## src/rtl/sd_spi_card_responder.sv

```systemverilog
// SD card SPI-mode responder: answers CMD0/8/55/41/58 with R1/R3/R7 frames.
// Optional CRC7 command check enabled by defining SD_RESP_CRC_CHECK_EN.
module sd_spi_card_responder #(
  parameter int unsigned SYNC_STAGES       = 2,
  parameter int unsigned RESP_DELAY_BYTES  = 1,
  parameter int unsigned ACMD41_BUSY_COUNT = 2,
  parameter logic [31:0] OCR_VALUE         = 32'h00FF8000
) (
  input  logic        clk,
  input  logic        rst,
  input  logic        sd_cclk,
  input  logic        sd_cs,
  input  logic        sd_cmd,
  output logic        sd_data0,
  output logic        cmd_valid,
  output logic [5:0]  cmd_index,
  output logic [31:0] cmd_arg,
  output logic        card_ready
);

  typedef enum logic [2:0] {
    ST_HUNT   = 3'd0,
    ST_CMD    = 3'd1,
    ST_DECODE = 3'd2,
    ST_NCR    = 3'd3,
    ST_RESP   = 3'd4
  } state_t;

  localparam logic [6:0] NCR_BITS = 7'(RESP_DELAY_BYTES * 8);
  localparam logic [7:0] BUSY_MAX = 8'(ACMD41_BUSY_COUNT);

  logic [SYNC_STAGES-1:0] cclk_sync_q, cclk_sync_d;
  logic [SYNC_STAGES-1:0] cs_sync_q, cs_sync_d;
  logic [SYNC_STAGES-1:0] cmd_sync_q, cmd_sync_d;
  logic        cclk_prev_q, cclk_prev_d;
  state_t      state_q, state_d;
  logic [46:0] shreg_q, shreg_d;
  logic [5:0]  bitcnt_q, bitcnt_d;
  logic [39:0] resp_q, resp_d;
  logic [5:0]  resp_len_q, resp_len_d;
  logic [5:0]  rcnt_q, rcnt_d;
  logic [6:0]  dly_q, dly_d;
  logic        sd_data0_q, sd_data0_d;
  logic        cmd_valid_q, cmd_valid_d;
  logic [5:0]  cmd_index_q, cmd_index_d;
  logic [31:0] cmd_arg_q, cmd_arg_d;
  logic        card_ready_q, card_ready_d;
  logic        in_idle_q, in_idle_d;
  logic        acmd_q, acmd_d;
  logic [7:0]  busy_cnt_q, busy_cnt_d;

  logic        cclk_s, cs_s, cmd_s, rise_s, fall_s, crc_ok_s;
  logic [5:0]  idx_s;
  logic [31:0] arg_s;

  assign cclk_s = cclk_sync_q[SYNC_STAGES-1];
  assign cs_s   = cs_sync_q[SYNC_STAGES-1];
  assign cmd_s  = cmd_sync_q[SYNC_STAGES-1];
  assign rise_s = cclk_s & ~cclk_prev_q;
  assign fall_s = ~cclk_s & cclk_prev_q;
  // The start bit (frame[47]) is always 0, so only frame[46:0] is stored.
  assign idx_s  = shreg_q[45:40];
  assign arg_s  = shreg_q[39:8];

`ifdef SD_RESP_CRC_CHECK_EN
  function automatic logic [6:0] crc7(input logic [39:0] bits);
    logic [6:0] c;
    c = 7'd0;
    for (int i = 39; i >= 0; i--) begin
      if (c[6] ^ bits[i]) c = {c[5:0], 1'b0} ^ 7'h09;
      else                c = {c[5:0], 1'b0};
    end
    return c;
  endfunction
  assign crc_ok_s = (crc7({1'b0, shreg_q[46:8]}) == shreg_q[7:1]);
`else
  assign crc_ok_s = 1'b1;
`endif

  // Input synchronizer shift chains
  always_comb begin
    cclk_sync_d = {cclk_sync_q[SYNC_STAGES-2:0], sd_cclk};
    cs_sync_d   = {cs_sync_q[SYNC_STAGES-2:0], sd_cs};
    cmd_sync_d  = {cmd_sync_q[SYNC_STAGES-2:0], sd_cmd};
    cclk_prev_d = cclk_s;
  end

  // Frame receive / response transmit FSM and card state update
  always_comb begin
    state_d      = state_q;
    shreg_d      = shreg_q;
    bitcnt_d     = bitcnt_q;
    resp_d       = resp_q;
    resp_len_d   = resp_len_q;
    rcnt_d       = rcnt_q;
    dly_d        = dly_q;
    sd_data0_d   = sd_data0_q;
    cmd_valid_d  = 1'b0;
    cmd_index_d  = cmd_index_q;
    cmd_arg_d    = cmd_arg_q;
    card_ready_d = card_ready_q;
    in_idle_d    = in_idle_q;
    acmd_d       = acmd_q;
    busy_cnt_d   = busy_cnt_q;

    if (cs_s) begin
      state_d    = ST_HUNT;
      sd_data0_d = 1'b1;
    end else begin
      case (state_q)
        ST_HUNT: begin
          if (rise_s && !cmd_s) begin
            shreg_d  = 47'd0;
            bitcnt_d = 6'd1;
            state_d  = ST_CMD;
          end else begin
            state_d = ST_HUNT;
          end
        end
        ST_CMD: begin
          if (rise_s) begin
            if (bitcnt_q == 6'd1 && !cmd_s) begin
              state_d = ST_HUNT;
            end else begin
              shreg_d  = {shreg_q[45:0], cmd_s};
              bitcnt_d = bitcnt_q + 6'd1;
              if (bitcnt_q == 6'd47) state_d = ST_DECODE;
              else                   state_d = ST_CMD;
            end
          end else begin
            state_d = ST_CMD;
          end
        end
        ST_DECODE: begin
          cmd_valid_d = 1'b1;
          cmd_index_d = idx_s;
          cmd_arg_d   = arg_s;
          dly_d       = NCR_BITS;
          rcnt_d      = 6'd0;
          resp_len_d  = 6'd8;
          state_d     = ST_NCR;
          if (!crc_ok_s) begin
            resp_d = {4'b0000, 1'b1, 2'b00, in_idle_q, 32'd0};
          end else begin
            acmd_d = 1'b0;
            case (idx_s)
              6'd0: begin
                in_idle_d    = 1'b1;
                card_ready_d = 1'b0;
                busy_cnt_d   = 8'd0;
                resp_d       = {8'h01, 32'd0};
              end
              6'd8: begin
                resp_d     = {7'd0, in_idle_q, 8'h00, 8'h00, 4'h0,
                              (arg_s[11:8] == 4'h1) ? 4'h1 : 4'h0, arg_s[7:0]};
                resp_len_d = 6'd40;
              end
              6'd55: begin
                acmd_d = 1'b1;
                resp_d = {7'd0, in_idle_q, 32'd0};
              end
              6'd41: begin
                if (busy_cnt_q < BUSY_MAX) begin
                  busy_cnt_d = busy_cnt_q + 8'd1;
                  resp_d     = {7'd0, in_idle_q, 32'd0};
                end else begin
                  in_idle_d    = 1'b0;
                  card_ready_d = 1'b1;
                  resp_d       = 40'd0;
                end
              end
              6'd58: begin
                resp_d     = {7'd0, in_idle_q, card_ready_q, card_ready_q, OCR_VALUE[29:0]};
                resp_len_d = 6'd40;
              end
              default: begin
                resp_d = {5'd0, 1'b1, 1'b0, in_idle_q, 32'd0};
              end
            endcase
          end
        end
        ST_NCR: begin
          if (fall_s) begin
            sd_data0_d = 1'b1;
            dly_d      = dly_q - 7'd1;
            if (dly_q == 7'd1) state_d = ST_RESP;
            else               state_d = ST_NCR;
          end else begin
            state_d = ST_NCR;
          end
        end
        ST_RESP: begin
          if (fall_s) begin
            // One extra falling edge releases the line after the last bit was sampled.
            if (rcnt_q == resp_len_q) begin
              sd_data0_d = 1'b1;
              state_d    = ST_HUNT;
            end else begin
              sd_data0_d = resp_q[39];
              resp_d     = {resp_q[38:0], 1'b0};
              rcnt_d     = rcnt_q + 6'd1;
            end
          end else begin
            state_d = ST_RESP;
          end
        end
        default: begin
          state_d    = ST_HUNT;
          sd_data0_d = 1'b1;
        end
      endcase
    end
  end

  // State registers with asynchronous reset
  always_ff @(posedge clk or posedge rst) begin
    if (rst) begin
      cclk_sync_q  <= '0;
      cs_sync_q    <= '1;
      cmd_sync_q   <= '1;
      cclk_prev_q  <= 1'b0;
      state_q      <= ST_HUNT;
      shreg_q      <= 47'd0;
      bitcnt_q     <= 6'd0;
      resp_q       <= 40'd0;
      resp_len_q   <= 6'd8;
      rcnt_q       <= 6'd0;
      dly_q        <= 7'd0;
      sd_data0_q   <= 1'b1;
      cmd_valid_q  <= 1'b0;
      cmd_index_q  <= 6'd0;
      cmd_arg_q    <= 32'd0;
      card_ready_q <= 1'b0;
      in_idle_q    <= 1'b1;
      acmd_q       <= 1'b0;
      busy_cnt_q   <= 8'd0;
    end else begin
      cclk_sync_q  <= cclk_sync_d;
      cs_sync_q    <= cs_sync_d;
      cmd_sync_q   <= cmd_sync_d;
      cclk_prev_q  <= cclk_prev_d;
      state_q      <= state_d;
      shreg_q      <= shreg_d;
      bitcnt_q     <= bitcnt_d;
      resp_q       <= resp_d;
      resp_len_q   <= resp_len_d;
      rcnt_q       <= rcnt_d;
      dly_q        <= dly_d;
      sd_data0_q   <= sd_data0_d;
      cmd_valid_q  <= cmd_valid_d;
      cmd_index_q  <= cmd_index_d;
      cmd_arg_q    <= cmd_arg_d;
      card_ready_q <= card_ready_d;
      in_idle_q    <= in_idle_d;
      acmd_q       <= acmd_d;
      busy_cnt_q   <= busy_cnt_d;
    end
  end

  assign sd_data0   = sd_data0_q;
  assign cmd_valid  = cmd_valid_q;
  assign cmd_index  = cmd_index_q;
  assign cmd_arg    = cmd_arg_q;
  assign card_ready = card_ready_q;

endmodule

```

## config.mk

```make
export PLATFORM = sky130hd
export DESIGN_NAME = sd_spi_card_responder
export DESIGN_NICKNAME = d
export VERILOG_FILES = /design/src/rtl/sd_spi_card_responder.sv
export SDC_FILE = /design/constraint.sdc
export NUM_CORES = 1
export LEC_CHECK = 0
export ABC_AREA = 0
export ABC_CLOCK_PERIOD_IN_PS = 4600
export CORE_AREA = 5 5 120 122
export DETAILED_ROUTE_END_ITERATION = 8
export DIE_AREA = 0 0 125 127
export PLACE_DENSITY = 0.84
export SLEW_MARGIN = 20
export SYNTH_ARGS = -nofsm -noshare
export SYNTH_HDL_FRONTEND = slang
export SYNTH_SLANG_ARGS = --single-unit
```

## constraint.sdc

```tcl
create_clock -name clk -period 4.6 [get_ports clk]
set_input_delay 0.46 -clock clk [delete_from_list [all_inputs] [get_ports clk]]
set_output_delay 0.46 -clock clk [all_outputs]
set_load 0.05 [all_outputs]
```

Word level (Yosys, flattened, before mapping)
Cells that the tools add are included.
{"block": "op_classes", "add_sub_neg": 4, "n_lt_le_gt_ge": 1, "eq_ne": 25, "mux": 43, "bitwise": 5, "n_reduce_logical": 18}
{"op": "35-bit one-hot mux with 5 select lines", "n": 1}
{"op": "46-bit 2-to-1 mux", "n": 3}
{"op": "46-bit one-hot mux with 2 select lines", "n": 1}
{"op": "40-bit 2-to-1 mux", "n": 2}
{"op": "40-bit one-hot mux with 2 select lines", "n": 1}
{"op": "6-bit 2-to-1 mux", "n": 6}
{"op": "33-bit 2-to-1 mux", "n": 1}
{"op": "6-bit equality test, second input constant", "n": 4}
{"op": "6-bit one-hot mux with 2 select lines", "n": 2}
{"op": "3-bit 2-to-1 mux", "n": 6}
{"op": "2-bit != test, second input constant", "n": 8}
{"op": "8-bit one-hot mux with 2 select lines", "n": 1}
{"op": "3-bit one-hot mux with 5 select lines", "n": 1}
{"op": "7-bit one-hot mux with 2 select lines", "n": 1}
{"op": "6-bit by 1-bit adder with 6-bit output, second input constant", "n": 2}
{"op": "4-bit AND reduction", "n": 3}
{"op": "1-bit 2-to-1 mux", "n": 10}
{"op": "8-bit by 1-bit adder with 8-bit output, second input constant", "n": 1}
{"op": "8-bit by 2-bit < comparator with 1-bit output, second input constant", "n": 1}
{"op": "8-bit 2-to-1 mux", "n": 1}
{"op": "2-bit nonzero test", "n": 4}
{"op": "7-bit by 1-bit equality test with 1-bit output, second input constant", "n": 1}
{"op": "7-bit 2-to-1 mux", "n": 1}
{"op": "7-bit by 1-bit subtractor with 7-bit output, second input constant", "n": 1}
{"op": "24 further kinds", "n": 33}
{"block": "totals", "register_bits": 171, "in_bits": 5, "output_inout_bits": 41, "elab_cells": 114}

Depth between registers and ports, before layout
{"block": "logic_depth", "depth_word": 6, "depth_mapped": 8, "mapped_depth_nobuf": 6}

Worst setup path before layout
No wires, ideal clock.
{"block": "synth_timing", "path_type": "reg-to-reg", "startpoint": "register state_q[2]", "endpoint": "register busy_cnt_q[3]", "arrival_time_ns": 1.905, "slack_ns": 2.578, "stages_incl_launch_ff": 7, "n_path_buf": 3, "path_cell_list": "dfrtp_1 buf_6 or4b_4 buf_6 or4b_4 buf_6 and2_4"}
{"block": "synth_via", "elab_chain_cells": 2}
{"element": "start, declared", "line_no": "36", "rtl": "state_t state_q, state_d;"}
{"element": "start signal, assigned", "line_no": "242", "rtl": "state_q <= state_d;"}
{"element": "3-bit by 2-bit equality test with 1-bit output", "line_no": "110", "rtl": "case (state_q)"}
{"element": "4-bit AND reduction (no line)"}
{"element": "end signal, assigned", "line_no": "256", "rtl": "busy_cnt_q <= busy_cnt_d;"}
{"element": "end, declared", "line_no": "50", "rtl": "logic [7:0] busy_cnt_q, busy_cnt_d;"}
No other way between the ends.
A chain may end at the register's enable or synchronous reset.

Worst setup path in the final report
{"block": "layout_timing", "startpoint": "register state_q[0]", "endpoint": "register busy_cnt_q[0]"}
Same word-level chain as after synthesis.

==> run_results.csv <==
group,metric,value,unit
final_layout,areaGrowthSynthToFinish,16.1,%
clock_tree,h-tree-depth,4,
routing,routed-via-count,4903,
synthesis,synth_top_area_cell,"dfrtp_1",
routing,drtIter0Drc,550,
worst_setup_path,crit_slowest_cell,"or4b_4",
power,p_per_area,364,nW/um^2
min_path,hp-class,"reg2reg",
sta,setup_tns,0,ps
clock_tree,cts_root_buffer,"clkbuf_16",
synthesis,yosysSeqAreaShare,0.607,
grt,grt_max_degree,167,
grt,track_usage,0.185,
sta,rsz0062_at_grt,"no",
clock_tree,clk_pin_slew_worst_paths,70,ps
clock_tree,worstSkewPairLatency,430,ps
synthesis,synthTopCellsByArea,"dfrtp_1, a22o_1, nand2_1",
die,die_h,127,um
clock_tree,clock_sink_count,166,
place,place.gp.congestion,0.894,
routing,firstDrtPassIters,5,
worst_setup_path,cp-startpoint,"state_q[0]",
synthesis,synth.distinct_cells,60,
routing,drc,0,
final_layout,utilization,0.608,
sta,whs,348,ps
worst_setup_path,arrival,3080,ps
run_status,outcome,"complete, no violations",
place,io_buffer_count,45,
grt,antenna_found_initial,0,
die,rows,42,
sta,max-slew-margin-rel,0.343,
sta,fmax,0.361,GHz
final_layout,num-fill-cells,978,
grt,grt_pass1_vias,4827,
final_layout,final_common_cell,"dfrtp_1",
routing,viasPerCell,5.96,
worst_setup_path,crit_chain,"or4b_4 > inv_2 > buf_4 > o21ai_0 > a32o_1",
power,vdd_drop_max,0.000237,V
grt,grt_overflow,0,
sta,period_share,0.602,
worst_setup_path,cp.required,4910,ps
die,fp.coreArea,13100,um^2
worst_setup_path,max_stage_delay,900,ps
clock_tree,clockBufferDepth,2,
synthesis,synth_top_area_frac,0.584,
sta,tightestPinTransition,986,ps
clock_tree,cts-hold-fix-buffers,0,
synthesis,syn_avg_cell_area,11.4,um^2
final_layout,layout.cells.non_filler,822,
sta,fin_crit,2770,ps
die,initial_core_util,0.524,
power,cellLeakagePower,3.77,nW
worst_setup_path,reg2reg_depth,5,
die,io_pins,46,
worst_setup_path,cp-end-kind,"register",
place,place_inst,790,
clock_tree,cts_buffers,17,
place,hpwlAfterDp,8530,um
worst_setup_path,reg2reg_slack,1830,ps
clock_tree,post-cts-setup-buffers,0,
worst_setup_path,timing.rr.start,"state_q[0]",
worst_setup_path,crit_buf_inv,2,
clock_tree,cts-resized-gates,0,
routing,drt_wl_total,14200,um
sta,setup_viol,0,
worst_setup_path,path_max_fanout,60,
synthesis,syn_inst,604,
synthesis,synth_nets,616,
synthesis,synth_ff_type,"dfrtp_1",
final_layout,diodes,0,
synthesis,ys_ff_latch,166,
sta,fin_skew,14.7,ps
synthesis,synth-edff-count,0,
final_layout,nNetsFinal,645,
synthesis,syn_area,6860,um^2
sta,finalHoldViolCount,0,
sta,finalMaxSlewViolations,0,
synthesis,async_flop_share,1.00,
worst_setup_path,endpoint,"busy_cnt_q[0]",
clock_tree,tritoncts,"yes",
routing,post_drt_wl_per_cell,17.3,um
die,die_x,125,um
synthesis,yosys_warnings,0,
grt,grt_first_pass_wirelength,24100,um
final_layout,fin_area,7960,um^2
die,die_area,15900,um^2
final_layout,final_cell_mix,"dfrtp_1, nand2_1, a22o_1",
worst_setup_path,r2r-end,"busy_cnt_q[0]",
final_layout,drive_above_1_share,0.101,
worst_setup_path,crit_cells,5,
worst_setup_path,crit_type,"reg2reg",
worst_setup_path,critPathTopFamily,"simple AND/OR/NAND/NOR gates",
routing,antenna_left,0,
run,max_cap_violations,0,
place,placed_area,7400,um^2
worst_setup_path,startpoint_type,"register",
[metrics by stage]
stage | power [W] | setup WS [ps]
floorplan | 0.00156 | 2030
global placement | 0.00157 | 1990
detailed placement | 0.00158 | 1870
CTS | 0.00293 | 1860
global route | 0.00300 | 1720
finish | 0.00290 | 1830
[synthesized netlist by cell type (2+ instances only)]
cell type,count
inv_1,13
nor4b_1,2
nand4_1,8
and2_1,2
o31ai_1,7
nor3_1,3
buf_6,3
nor3b_1,3
buf_2,11
a21o_1,3
buf_4,3
o21ai_1,2
or4b_4,2
ha_1,7
nand2b_1,3
xor2_1,4
nand3b_1,4
a21oi_1,15
a211o_1,2
nor2_1,15
and2_4,4
or3b_2,4
o211ai_1,6
nand2_1,135
buf_1,5
nor4_1,4
clkbuf_1,20
dfstp_2,6
o21a_1,3
mux2i_1,2
o221a_2,2
dfrtp_1,160
or4_1,8
a221o_1,19
o21ai_0,11
nor2b_1,5
a22o_1,65
o2111ai_1,3
nand3_1,8
or2_2,2
[sequential cells by signal, summed over array words and instances (netlist names), 2 cells and up]
| signal | cells |
|---|---|
| dly_q | 7 |
| bitcnt_q | 6 |
| cmd_arg | 32 |
| cs_sync_q | 2 |
| cclk_sync_q | 2 |
| cmd_sync_q | 2 |
| shreg_q | 46 |
| state_q | 3 |
| resp_q | 40 |
| busy_cnt_q | 8 |
| cmd_index | 6 |
| rcnt_q | 6 |
[report_power, final]
part | switching (W) | internal (W) | total (W) | leakage (nW)
combinational | 0.0000542 | 0.0000178 | 0.0000720 | 1.21
sequential | 0.00000945 | 0.00147 | 0.00148 | 2.29
clock | 0.000586 | 0.000765 | 0.00135 | 0.272
total | 0.000650 | 0.00225 | 0.00290 | 3.77
[cell type report]
type	count	area, um^2	share of cell area
Clock buffer	19	443	0.0556
Sequential cell	166	4160	0.523
Tap cell	176	220	0.0277
Clock inverter	13	119	0.0149
Inverter	14	56.3	0.00707
Timing Repair Buffer	52	515	0.0647
Multi-Input combinational cell	382	2450	0.307
[cells by family (layout without fill, tap and decap cells)]
kind of cell | Yosys count | after routing | share of synthesized area
AND/OR/NAND/NOR | 219 | 219 | 0.157
adder cells (fa/ha/maj) | 7 | 7 | 0.0128
flip-flops | 166 | 166 | 0.607
buffers and inverters | 56 | 98 | 0.0376
multiplexers | 2 | 2 | 0.00292
AO/OA/AOI/OAI | 149 | 149 | 0.177
XOR/XNOR | 5 | 5 | 0.00639
[worst min-delay path by stage]
stage                              start             end  slack [ps]  depth (start not counted)
after floorplan           cclk_sync_q[0]  cclk_sync_q[1]         330                          0
after global placement    cclk_sync_q[0]  cclk_sync_q[1]         340                          0
after detailed placement  cclk_sync_q[0]  cclk_sync_q[1]         340                          0
after CTS                 cclk_sync_q[0]  cclk_sync_q[1]         350                          0
after global routing        cs_sync_q[0]    cs_sync_q[1]         360                          0
final                     cclk_sync_q[0]  cclk_sync_q[1]         350                          0
[metal layers]
layer / global-route usage / part of all wire / vias to the layer above
met5: 0 / 0 / -
met4: 0.0676 / 0.018 / 0
met3: 0.0392 / 0.037 / 19
met2: 0.299 / 0.50 / 133
met1: 0.249 / 0.44 / 2521
li1: - / - / 2230
(Power assumes the default switching activity.)
==> variant 1 (same settings) <==
`SYNC_STAGES`: 2 -> 4.
--- a/src/rtl/sd_spi_card_responder.sv
+++ b/src/rtl/sd_spi_card_responder.sv
@@ -3,3 +3,3 @@
 module sd_spi_card_responder #(
-  parameter int unsigned SYNC_STAGES       = 2,
+  parameter int unsigned SYNC_STAGES       = 4,
   parameter int unsigned RESP_DELAY_BYTES  = 1,
Check against the original RTL: same outputs for any inputs over 10 cycles, from zero or initial values and one cycle with rst high; that may be too few to reach the edited logic, so the function may still have changed.
==> variant 1 against the unedited design <==
Count of clock-buffer cells in the layout is the same; wire length shrank 1.5%; worst setup slack worse by 0.086 ns; final area is 3.0% higher; clock skew is 0.0077 ns lower; sequential cell count rose by 6; final cell count increased by 7.1%; synthesized area grew 2.3%; synthesized cell count increased by 9.6%; sequential share of layout area rose by 0.36 points; non-clock buffer count shrank 1; power up 5.5%.
==> variant 1: results (changes against the unedited design) <==
most frequent cells after synthesis nand2_1 (183), dfrtp_1 (162), a22o_1 (46), o21ai_0 (39), clkbuf_1 (25) (was dfrtp_1 (160), nand2_1 (135), a22o_1 (65), clkbuf_1 (20), a221o_1 (19)); Slew @ Worst Pin 1.03 ns (was 0.986 ns); gr usage total 18.4% (was 18.5%); largest net degree at the start of global routing 97 (was 167); crit-path max FO 18 (was 60); Synth Area in Compound Gates 14.8% (was 17.7%); status complete, no violations (unchanged); CP delay by family, top compound AO/OA/AOI/OAI gates (was simple AND/OR/NAND/NOR gates); Seq/Total Area, Yosys 61.5% (was 60.7%); P_sw 671 uW (was 650 uW); layout cells sized above 1 8.38% (was 10.1%); Resized cells post-CTS 0 (unchanged); post-synthesis adder-cell area fraction 1.25% (was 1.28%); leak pwr 0.00391 uW (was 0.00377 uW); CP max-delay cell a2111oi_4 (was or4b_4); first-pass GRT wire length 24100 um (about the same); met2 Use GR 30.4% (was 29.9%); HPWL after detailed placement 8620 um (was 8530 um); mux contribution to synthesized area 0.285% (was 0.292%); GP Congestion 0.797 (was 0.894); Setup crit start state_q[2]$_DFFE_PP0P_ (was state_q[0]$_DFFE_PP0P_); DR vias 4986 (was 4903); post-synthesis xor/xnor area fraction 1.37% (was 0.639%); wire per inst 15.9 um (was 17.3 um); Layout Nets 703 (was 645); 1st-iter DRT viols 486 (was 550); slowest stage delay, CP 0.99 ns (was 0.90 ns); DP Worst Slack 1.88 ns (was 1.87 ns); met1 usage 23.4% (was 24.9%); hold path startpoint cclk_sync_q[1]$_DFF_PP0_ (was cclk_sync_q[0]$_DFF_PP0_); met3 global-route usage 4.51% (was 3.92%)
## variant 1: cell count changes in the layout (fill, tap and decap cells not counted), sizes merged, moves of 4 or more
cell,unedited run,this run
nor3,3,7
xor2,4,10
a221o,19,11
nor2,15,24
and3,0,11
a22o,65,46
o31ai,7,2
dfstp,6,10
nand2,135,183
or4,8,0
o21ai,13,44
nand2b,3,8
nand3b,4,0
## variant 1: routing by layer
layer	part of all wire (%)	vias to the layer above
met5	0	-
met1	43	2498
met4	2.5	0
met3	4.3	31
met2	50	123
li1	-	2334
## variant 1: through the flow
| stage | util [%] | area [um2] | std cells | power [uW] | hold WS (ns) |
|---|---|---|---|---|---|
| after floorplan | - | 7020 | 662 | 1610 | 0.331 |
| after global placement | 57.8 | 7570 | 847 | 1630 | 0.332 |
| after detailed placement | 57.8 | 7570 | 847 | 1630 | 0.336 |
| after CTS | 62.5 | 8170 | 879 | 3080 | 0.351 |
| after global routing | 62.7 | 8200 | 880 | 3160 | 0.358 |
| final | 62.7 | 8200 | 880 | 3060 | 0.349 |
## variant 1: worst register-to-register path: cells and delay by family (launching register included)
family	cells	cell delay, ns
simple gates	3	0.92
xor+xnor	1	0.28
compound gates	1	0.99
flops	1	0.51
## variant 1: cell families after synthesis
logic type	after synthesis
and+or+nand+nor	276
DFF	172
AOI/OAI and AO/OA	142
buffers and inverters	52
xor gates and xnor gates	11
adders and majority gates	7
muxes	2
## variant 1: worst paths after layout
check                      depth (start not counted)  slack [ns]                        to
setup / recovery                                   5        1.74     rcnt_q[3]$_DFFE_PP0P_
hold / removal                                     0        0.35  cclk_sync_q[2]$_DFF_PP0_
setup reg to reg                                   5        1.74     rcnt_q[3]$_DFFE_PP0P_
hold reg to reg                                    0        0.35  cclk_sync_q[2]$_DFF_PP0_
max in group asynchronous                          3        3.05     in_idle_q$_DFFE_PP1P_
min in group asynchronous                          2        0.57   shreg_q[21]$_DFFE_PP0P_
## variant 1: layout make-up
type	instances	area (um2)
fill	965	4880
sequential	172	4320
multi-input combinational	438	2490
timing repair buffer	51	528
clock buffer	19	453
tap	176	220
clock inverter	13	153
inverter	11	45.0
## variant 1: power by group through the flow
stage,clock network [uW],logic (uW),registers (uW)
floorplan,0,52.2,1560
global placement,0,66.3,1560
detailed placement,0,69.0,1560
CTS,1480,69.3,1530
global route,1550,80.5,1530
finish,1460,70.4,1530
==> variant 2 (same flow settings) <==
Made on the original files. Re-encode `state_t` (5 states) as one-hot, 5 bits wide.
--- a/src/rtl/sd_spi_card_responder.sv
+++ b/src/rtl/sd_spi_card_responder.sv
@@ -20,8 +20,8 @@
 
-  typedef enum logic [2:0] {
-    ST_HUNT   = 3'd0,
-    ST_CMD    = 3'd1,
-    ST_DECODE = 3'd2,
-    ST_NCR    = 3'd3,
-    ST_RESP   = 3'd4
+  typedef enum logic [4:0] {
+    ST_HUNT   = 5'b00001,
+    ST_CMD    = 5'b00010,
+    ST_DECODE = 5'b00100,
+    ST_NCR    = 5'b01000,
+    ST_RESP   = 5'b10000
   } state_t;
Check against the original RTL: same outputs for any inputs over 10 cycles, from zero or initial values and one cycle with rst high; not proved beyond that.
==> variant 2 against the unedited design <==
Power rose by 5.7%; critical path depth rose by 3; fmax rose by 0.72%; sequential share of layout area fell by 2.3 points; largest cell class unchanged; sequential cell count rose by 2; global-route usage rose by 2.7 points; worst setup slack improved by 0.020 ns; critical endpoint is now shreg_q[11]$_DFFE_PP0P_; clock power rose by 10%; synthesized area rose by 5.6%; final area rose by 5.9%; critical path type unchanged; wire length rose by 12%.
==> variant 2: results (changes against the unedited design) <==
Largest register FFs 46 (unchanged); Setup Fix Bufs, Post-CTS 0 (unchanged); layout cells sized above 1 7.55% (was 10.1%); ranking of synthesized cells by area dfrtp_1 (56%), o21ai_0 (8.6%), nand2_1 (8.0%), dfstp_2 (2.5%), o31ai_1 (2.5%) (was dfrtp_1 (58%), a22o_1 (8.3%), nand2_1 (7.4%), a221o_1 (2.8%), dfstp_2 (2.3%)); initial antenna violation count 0 (unchanged); GP Congestion 0.820 (was 0.894); Setup crit start state_q[3]$_DFFE_PP0P_ (was state_q[0]$_DFFE_PP0P_); Max clock buf depth 2 (unchanged); Resized cells post-CTS 0 (unchanged); DR DRC count 0 (unchanged); fillers 982 (was 978); n_diodes 0 (unchanged); status complete, no violations (unchanged); HPWL after detailed placement 9850 um (was 8530 um); Skew-Pair Late Insertion Delay 0.43 ns (about the same); vias in the first global route 5800 (was 4827); Hold Path Class reg2reg (unchanged); Detailed Routing Iterations Pass 1 5 (unchanged); Final Skew 0.0108 ns (was 0.0147 ns); crit-path max FO 51 (was 60); library cells used by synthesis 48 (was 60); CTS root buf clkbuf_16 (unchanged); leak pwr 0.00383 uW (was 0.00377 uW); DRT Wirelength 16000 um (was 14200 um); 1st-iter DRT viols 511 (was 550); maximum vdd drop 0.226 mV (was 0.237 mV); CP max-delay cell dfrtp_1 (was or4b_4); largest reg by FF count shreg_q (unchanged); Layout Nets 780 (was 645); CTS Buf Count 17 (unchanged); Avg Vias per Cell 5.89 (was 5.96); Slew @ Worst Pin 0.875 ns (was 0.986 ns); most frequent cells after synthesis dfrtp_1 (161), nand2_1 (154), o21ai_0 (124), clkbuf_1 (38), a21oi_1 (33) (was dfrtp_1 (160), nand2_1 (135), a22o_1 (65), clkbuf_1 (20), a221o_1 (19)); syn nets 757 (was 616); Warnings, synthesis 0 (unchanged); IO Port Bufs 45 (unchanged); H-tree depth 4 (unchanged); Seq/Total Area, Yosys 58.2% (was 60.7%); largest net degree at the start of global routing 169 (was 167); total congestion overflow 0 (unchanged); hold path startpoint cclk_sync_q[0]$_DFF_PP0_ (unchanged); slowest stage delay, CP 0.47 ns (was 0.90 ns); ys async rst share 100% (unchanged); crit path DAT 3.06 ns (was 3.08 ns); Clock transition at path regs 0.07 ns (about the same); first-pass GRT wire length 27700 um (was 24100 um); gr usage total 21.1% (was 18.5%)
variant 2: final timing paths:
| kind | endpoint | slack, ns | cells after the start |
|---|---|---|---|
| max | shreg_q[11]$_DFFE_PP0P_ | 1.85 | 8 |
| min | cclk_sync_q[1]$_DFF_PP0_ | 0.36 | 0 |
| max reg2reg | shreg_q[11]$_DFFE_PP0P_ | 1.85 | 8 |
| min reg2reg | cclk_sync_q[1]$_DFF_PP0_ | 0.36 | 0 |
| max in group asynchronous | resp_q[35]$_DFFE_PP0P_ | 3.32 | 3 |
| min in group asynchronous | shreg_q[27]$_DFFE_PP0P_ | 0.62 | 3 |
variant 2: final cells by class:
class	instances	area [um2]	area share [%]
Clock inverter	13	166	1.97
Inverter	29	113	1.34
Tap cell	176	220	2.61
Multi-Input combinational cell	500	2750	32.6
Clock buffer	19	453	5.37
Timing Repair Buffer	52	523	6.20
Sequential cell	168	4210	49.9
variant 2: kinds of logic (layout without fill, tap and decap cells):
kind of cell,Yosys count,count (layout),share of synthesized area (%)
simple gates,254,254,16.1
compound gates,227,227,18.8
flops,168,168,58.2
buf+inv,77,113,4.18
xor+xnor,8,8,0.968
fa+ha+maj,7,7,1.21
mux,4,4,0.587
variant 2: metrics by stage:
| step | instance area, um2 | setup WS [ns] | instances |
|---|---|---|---|
| 3_3_place_gp | 7800 | 2.13 | 924 |
| 3_5_place_dp | 7800 | 1.93 | 924 |
| 4_1_cts | 8420 | 1.90 | 956 |
| 6_report | 8430 | 1.85 | 957 |
| 5_1_grt | 8430 | 1.64 | 957 |
| 2_1_floorplan | 7250 | 2.00 | 745 |
variant 2: power by group:
group | leakage, uW | switching, uW | internal (uW)
Clock | 0.000297 | 600 | 889
Sequential | 0.00231 | 9.10 | 1490
Combinational | 0.00122 | 64.5 | 18.4
variant 2: critical path: cells and delay by family (launching register included):
kind	cells	cell delay [ns]
compound gates	2	0.39
flops	1	0.47
simple gates	3	0.83
buf+inv	3	0.90
variant 2: per-layer routing:
metal | vias up | global-route usage (%) | routed length, um
met4 | 0 | 10.6 | 510
li1 | 2622 | - | -
met5 | - | 0 | 0
met1 | 2800 | 27.2 | 6860
met3 | 35 | 4.51 | 685
met2 | 178 | 34.3 | 7950
